<file path="config.mk">
export PLATFORM = sky130hd
export DESIGN_NAME = wb_port_arbiter
export DESIGN_NICKNAME = d
export VERILOG_FILES = /design/src/rtl/wb_port_arbiter.sv
export SDC_FILE = /design/constraint.sdc
export NUM_CORES = 1
export LEC_CHECK = 0
export CAP_MARGIN = 20
export CORE_ASPECT_RATIO = 1.25
export CORE_MARGIN = 2
export CORE_UTILIZATION = 50
export CTS_CLUSTER_DIAMETER = 120
export DETAILED_ROUTE_END_ITERATION = 7
export GPL_TIMING_DRIVEN = 0
export PLACE_DENSITY = 0.86
export SETUP_SLACK_MARGIN = 0.05
export SLEW_MARGIN = 10
export SYNTH_ARGS = -nofsm -noshare
export SYNTH_HDL_FRONTEND = slang
export SYNTH_SLANG_ARGS = --single-unit
</file>
<file path="constraint.sdc">
create_clock -name clk_i -period 3.6 [get_ports clk_i]
set_input_delay 0.54 -clock clk_i [delete_from_list [all_inputs] [get_ports clk_i]]
set_output_delay 0.54 -clock clk_i [all_outputs]
set_load 0.01 [all_outputs]
</file>
<file path="src/rtl/wb_port_arbiter.sv">
// wb_port_arbiter
// Shares the single register-file write port between the pipeline write-back
// stage (pipe) and a slow auxiliary requester (aux). Pipe normally wins, but
// an aux request that has waited MAX_WAIT-1 cycles forces a grant: the
// colliding pipe write is parked in a one-entry hold buffer, the pipeline is
// frozen for one cycle, and the parked write is drained on the next cycle.
module wb_port_arbiter #(
    parameter int WORD_WIDTH = 32,
    parameter int DST_WIDTH  = 4,
    parameter int MAX_WAIT   = 4
) (
    input  logic                  clk_i,
    input  logic                  rst_ni,
    input  logic                  pipe_wb_en_i,
    input  logic [DST_WIDTH-1:0]  pipe_dst_i,
    input  logic [WORD_WIDTH-1:0] pipe_value_i,
    input  logic                  aux_valid_i,
    input  logic [DST_WIDTH-1:0]  aux_dst_i,
    input  logic [WORD_WIDTH-1:0] aux_value_i,
    output logic                  aux_ready_o,
    output logic                  pipe_freeze_o,
    output logic                  rf_wb_en_o,
    output logic [DST_WIDTH-1:0]  rf_dst_o,
    output logic [WORD_WIDTH-1:0] rf_value_o
);

    localparam int CNT_W = $clog2(MAX_WAIT + 1);
    localparam logic [CNT_W-1:0] CNT_MAX = CNT_W'(MAX_WAIT - 1);

    typedef enum logic {
        NORMAL = 1'b0,
        DRAIN  = 1'b1
    } state_t;

    state_t                  state_q,       state_d;
    logic                    hold_valid_q,  hold_valid_d;
    logic [DST_WIDTH-1:0]    hold_dst_q,    hold_dst_d;
    logic [WORD_WIDTH-1:0]   hold_value_q,  hold_value_d;
    logic [CNT_W-1:0]        wait_cnt_q,    wait_cnt_d;
    logic                    pipe_freeze_q, pipe_freeze_d;
    logic                    rf_wb_en_q,    rf_wb_en_d;
    logic [DST_WIDTH-1:0]    rf_dst_q,      rf_dst_d;
    logic [WORD_WIDTH-1:0]   rf_value_q,    rf_value_d;

    logic force_grant;
    logic aux_ready;

    // Grant decision: aux wins when pipe is idle or when its wait has run out.
    always_comb begin
        force_grant = (state_q == NORMAL) && aux_valid_i && pipe_wb_en_i
                      && (wait_cnt_q == CNT_MAX);
        aux_ready   = rst_ni && (state_q == NORMAL) && aux_valid_i
                      && (!pipe_wb_en_i || force_grant);
    end

    // Next-state logic for the FSM, hold buffer, wait counter and write port.
    always_comb begin
        state_d       = state_q;
        hold_valid_d  = hold_valid_q;
        hold_dst_d    = hold_dst_q;
        hold_value_d  = hold_value_q;
        pipe_freeze_d = 1'b0;
        rf_wb_en_d    = 1'b0;
        rf_dst_d      = rf_dst_q;
        rf_value_d    = rf_value_q;

        case (state_q)
            NORMAL: begin
                if (force_grant) begin
                    rf_wb_en_d    = 1'b1;
                    rf_dst_d      = aux_dst_i;
                    rf_value_d    = aux_value_i;
                    hold_valid_d  = 1'b1;
                    hold_dst_d    = pipe_dst_i;
                    hold_value_d  = pipe_value_i;
                    pipe_freeze_d = 1'b1;
                    state_d       = DRAIN;
                end else if (pipe_wb_en_i) begin
                    rf_wb_en_d = 1'b1;
                    rf_dst_d   = pipe_dst_i;
                    rf_value_d = pipe_value_i;
                end else if (aux_valid_i) begin
                    rf_wb_en_d = 1'b1;
                    rf_dst_d   = aux_dst_i;
                    rf_value_d = aux_value_i;
                end
            end
            DRAIN: begin
                rf_wb_en_d   = hold_valid_q;
                rf_dst_d     = hold_dst_q;
                rf_value_d   = hold_value_q;
                hold_valid_d = 1'b0;
                state_d      = NORMAL;
            end
            default: begin
                state_d = NORMAL;
            end
        endcase

        if (aux_valid_i && !aux_ready) begin
            wait_cnt_d = (wait_cnt_q == CNT_MAX) ? wait_cnt_q : wait_cnt_q + CNT_W'(1);
        end else begin
            wait_cnt_d = '0;
        end
    end

    // State register; reset discards any parked write along with the pipeline.
    always_ff @(posedge clk_i or negedge rst_ni) begin
        if (!rst_ni) begin
            state_q       <= NORMAL;
            hold_valid_q  <= 1'b0;
            hold_dst_q    <= '0;
            hold_value_q  <= '0;
            wait_cnt_q    <= '0;
            pipe_freeze_q <= 1'b0;
            rf_wb_en_q    <= 1'b0;
            rf_dst_q      <= '0;
            rf_value_q    <= '0;
        end else begin
            state_q       <= state_d;
            hold_valid_q  <= hold_valid_d;
            hold_dst_q    <= hold_dst_d;
            hold_value_q  <= hold_value_d;
            wait_cnt_q    <= wait_cnt_d;
            pipe_freeze_q <= pipe_freeze_d;
            rf_wb_en_q    <= rf_wb_en_d;
            rf_dst_q      <= rf_dst_d;
            rf_value_q    <= rf_value_d;
        end
    end

    assign aux_ready_o   = aux_ready;
    assign pipe_freeze_o = pipe_freeze_q;
    assign rf_wb_en_o    = rf_wb_en_q;
    assign rf_dst_o      = rf_dst_q;
    assign rf_value_o    = rf_value_q;

endmodule

</file>
==> results_dict.tcl <==
set metrics [dict create \
    status "finished, final reports clean" \
    vias 2760 \
    ctsHoldBuffers 0 \
    r2r_setup_slack_ns 1.46 \
    internal_power_uw 1740 \
    drive_gt1_share_pct 15.0 \
    synth_top_cell_area_share_pct 54.7 \
    drc 0 \
    ys_top_cells_by_area "dfrtp_1 (55%), a221o_1 (10%), a22o_1 (8.8%), nor2b_1 (6.7%), mux2_2 (5.7%)" \
    place_congestion 0.793 \
    tns_ns 0 \
    maxSlewHeadroom_pct 53.3 \
    htreeDepth 3 \
    routed_wirelength_um 8750 \
    ant_nets 0 \
    switching_power_uw 555 \
    antenna_found_initial 0 \
    viasPerCell 5.62 \
    die_h_um 98.5 \
    grt_start_max_net_pins 63 \
    ir_worst_vdd_mv 0.265 \
    grt_pass1_vias 2873 \
    postSynthAreaPerCell_um2 13.2 \
    clk_latency_ns 0.34 \
    post_cts_resized 0 \
    p_leak_uw 0.00231 \
    worstSetupStartpointType "input pin" \
    syn-cell-area_um2 3570 \
    r2r_start "wait_cnt_q[0]" \
    ys_warn_count 0 \
    cp-end-kind "output pin" \
    syn_inst 270 \
    grt_setup_unrepaired "no" \
    overflow 0 \
    wl_per_cell_um 17.8 \
    dieArea_um2 7840 \
    switching_share_pct 24.2 \
    grt_pass1_wl_um 14500 \
    synth.largest_area_cell "dfrtp_1" \
    clockBufferDepth 2 \
    reg2reg_to "rf_value_o[14]" \
    synth_seq_cells 78 \
    holdWs_ns 0.0613 \
    stdcell_area_um2 5060 \
    root_buffer "clkbuf_8" \
    start_util_pct 51.5 \
    critPathRequiredTime_ns 3.06 \
    rr_worst_depth 6 \
    p_clk_share_pct 31.0 \
    num-nets-final 474 \
    setup_viol 0 \
    synth.distinct_cells 26 \
    clk_pin_slew_ns 0.08 \
    hp-class "input pin to async pin" \
    power_frac_seq_pct 48.0 \
    io_buffers 114 \
    clock_skew_ns 0.00865 \
    dr.pass1.iters 4 \
    clock_sink_count 78 \
    finalNonFillerCells 491 \
    first_iter_violations 145 \
    cts_buffers 9 \
    postLayoutCoreUtil_pct 73.0 \
    combPwrFrac_pct 20.9 \
    critPathLaunch "aux_valid_i" \
    cts_tree "done" \
    syn-num-nets 348 \
    grt_use_total_pct 23.6 \
    finalCritPeriodShare_pct 74.1 \
    power_density_nw_per_um2 454 \
    post_cts_buffers 0 \
    place_inst 475 \
    crit_fanout 5 \
    n_antenna_cell 0 \
    coreArea_um2 6930 \
    seq_area_frac_synth_pct 54.7 \
    ios 115 \
    dp_hpwl_um 6290 \
    worst_pin_slew_ns 0.699 \
    cp_data_arrival_time_ns 2.13 \
    slew_violations 0 \
    rows 34 \
    area_growth_pct 41.8 \
    die_x_um 79.6 \
    path_class "input pin to output pin" \
    fin_crit_ns 2.67 \
    post_dp_cell_area_um2 4850 \
    fmax_mhz 375 \
    hold_viol_final 0 \
    maxCapViolCount 0 \
]
==> sequential cells by signal, summed over array words and instances, names as in the netlist <==
register / cells
hold_value_q: 32
wait_cnt_q: 3
rf_dst_o: 4
rf_value_o: 32
hold_dst_q: 4
hold_valid_q: 1
pipe_freeze_o: 1
rf_wb_en_o: 1
==> cell type report <==
class | count | area (um^2)
plain buffers | 23 | 118
clock buffers | 12 | 145
clock inverters | 4 | 70.1
fillers | 455 | 1870
inverters | 5 | 18.8
multi-input cells | 164 | 1480
flip-flops and latches | 78 | 1950
well taps | 90 | 113
repair buffers | 115 | 1170
==> Yosys cell counts <==
library cell and n:
dfrtp_1 78, nor2b_1 38, a221o_1 36, a22o_1 36
mux2_2 18, buf_2 10, mux2_4 10, clkbuf_1 8
mux2_1 8, inv_1 5, nor2_1 4, a21oi_1 2
buf_1 2, buf_6 2, ha_1 2, a211oi_2 1
buf_4 1, mux2i_1 1, nand3_1 1, nor2_2 1
nor2b_2 1, nor3_1 1, nor3b_1 1, o21ai_0 1
o31ai_1 1, xor2_1 1
==> power groups by stage <==
stage,logic (uW),registers (uW),clock network [uW]
after floorplan,223,1120,0
after global placement,467,1110,0
after detailed placement,483,1120,0
after CTS,486,1100,722
after global routing,521,1120,760
final,481,1100,712
==> how the worst max path moves through the flow <==
| stage | to | slack (ns) | cells after the start |
|---|---|---|---|
| 2_1_floorplan | rf_value_o[10] | 1.77 | 8 |
| 3_3_place_gp | aux_ready_o | -1.68 | 4 |
| 3_5_place_dp | aux_ready_o | 0.91 | 4 |
| 4_1_cts | aux_ready_o | 0.92 | 4 |
| 5_1_grt | aux_ready_o | 0.87 | 5 |
| 6_report | aux_ready_o | 0.93 | 4 |
==> per-stage QoR <==
| step | power [uW] | setup WS (ns) |
|---|---|---|
| 3_5_place_dp | 1600 | 0.908 |
| 4_1_cts | 2310 | 0.919 |
| 5_1_grt | 2400 | 0.870 |
| 6_report | 2300 | 0.933 |
| 3_3_place_gp | 1580 | -1.68 |
| 2_1_floorplan | 1340 | 1.77 |
==> worst max-delay path: stages <==
cell and delay [ns]:
clkdlybuf4s50_1 0.56, nor2b_2 0.21, nor3b_1 0.24, clkdlybuf4s50_1 0.58
==> cells in the final DEF, fill, tap and decap left out, types with 4 or more instances in the layout <==
master,instances
a221o_1,36
clkbuf_8,10
buf_2,10
nor2_1,4
dfrtp_1,78
mux2_2,18
mux2_4,10
mux2_1,8
clkdlybuf4s50_1,113
clkbuf_1,10
inv_1,5
nor2b_1,38
a22o_1,36
==> layer usage <==
layer  vias to the layer above  track usage (%)  part of all wire [%]
met4                         0             9.15                   2.1
met5                         -                0                     0
li1                       1281                -                     -
met1                      1359             31.3                    43
met2                       107             39.1                    48
met3                        13             3.30                   6.4
==> cell families (layout without fill, tap and decap cells) <==
logic type / after synthesis / in the layout / synth area share, %
AND/OR/NAND/NOR: 47 / 47 / 7.99
adder cells (fa/ha/maj): 2 / 2 / 0.701
multiplexers: 37 / 37 / 12.7
XOR/XNOR: 1 / 1 / 0.245
buffers and inverters: 28 / 159 / 3.82
flip-flops: 78 / 78 / 54.7
AO/OA/AOI/OAI: 77 / 77 / 19.9
Power figures use the tool's default switching activity.
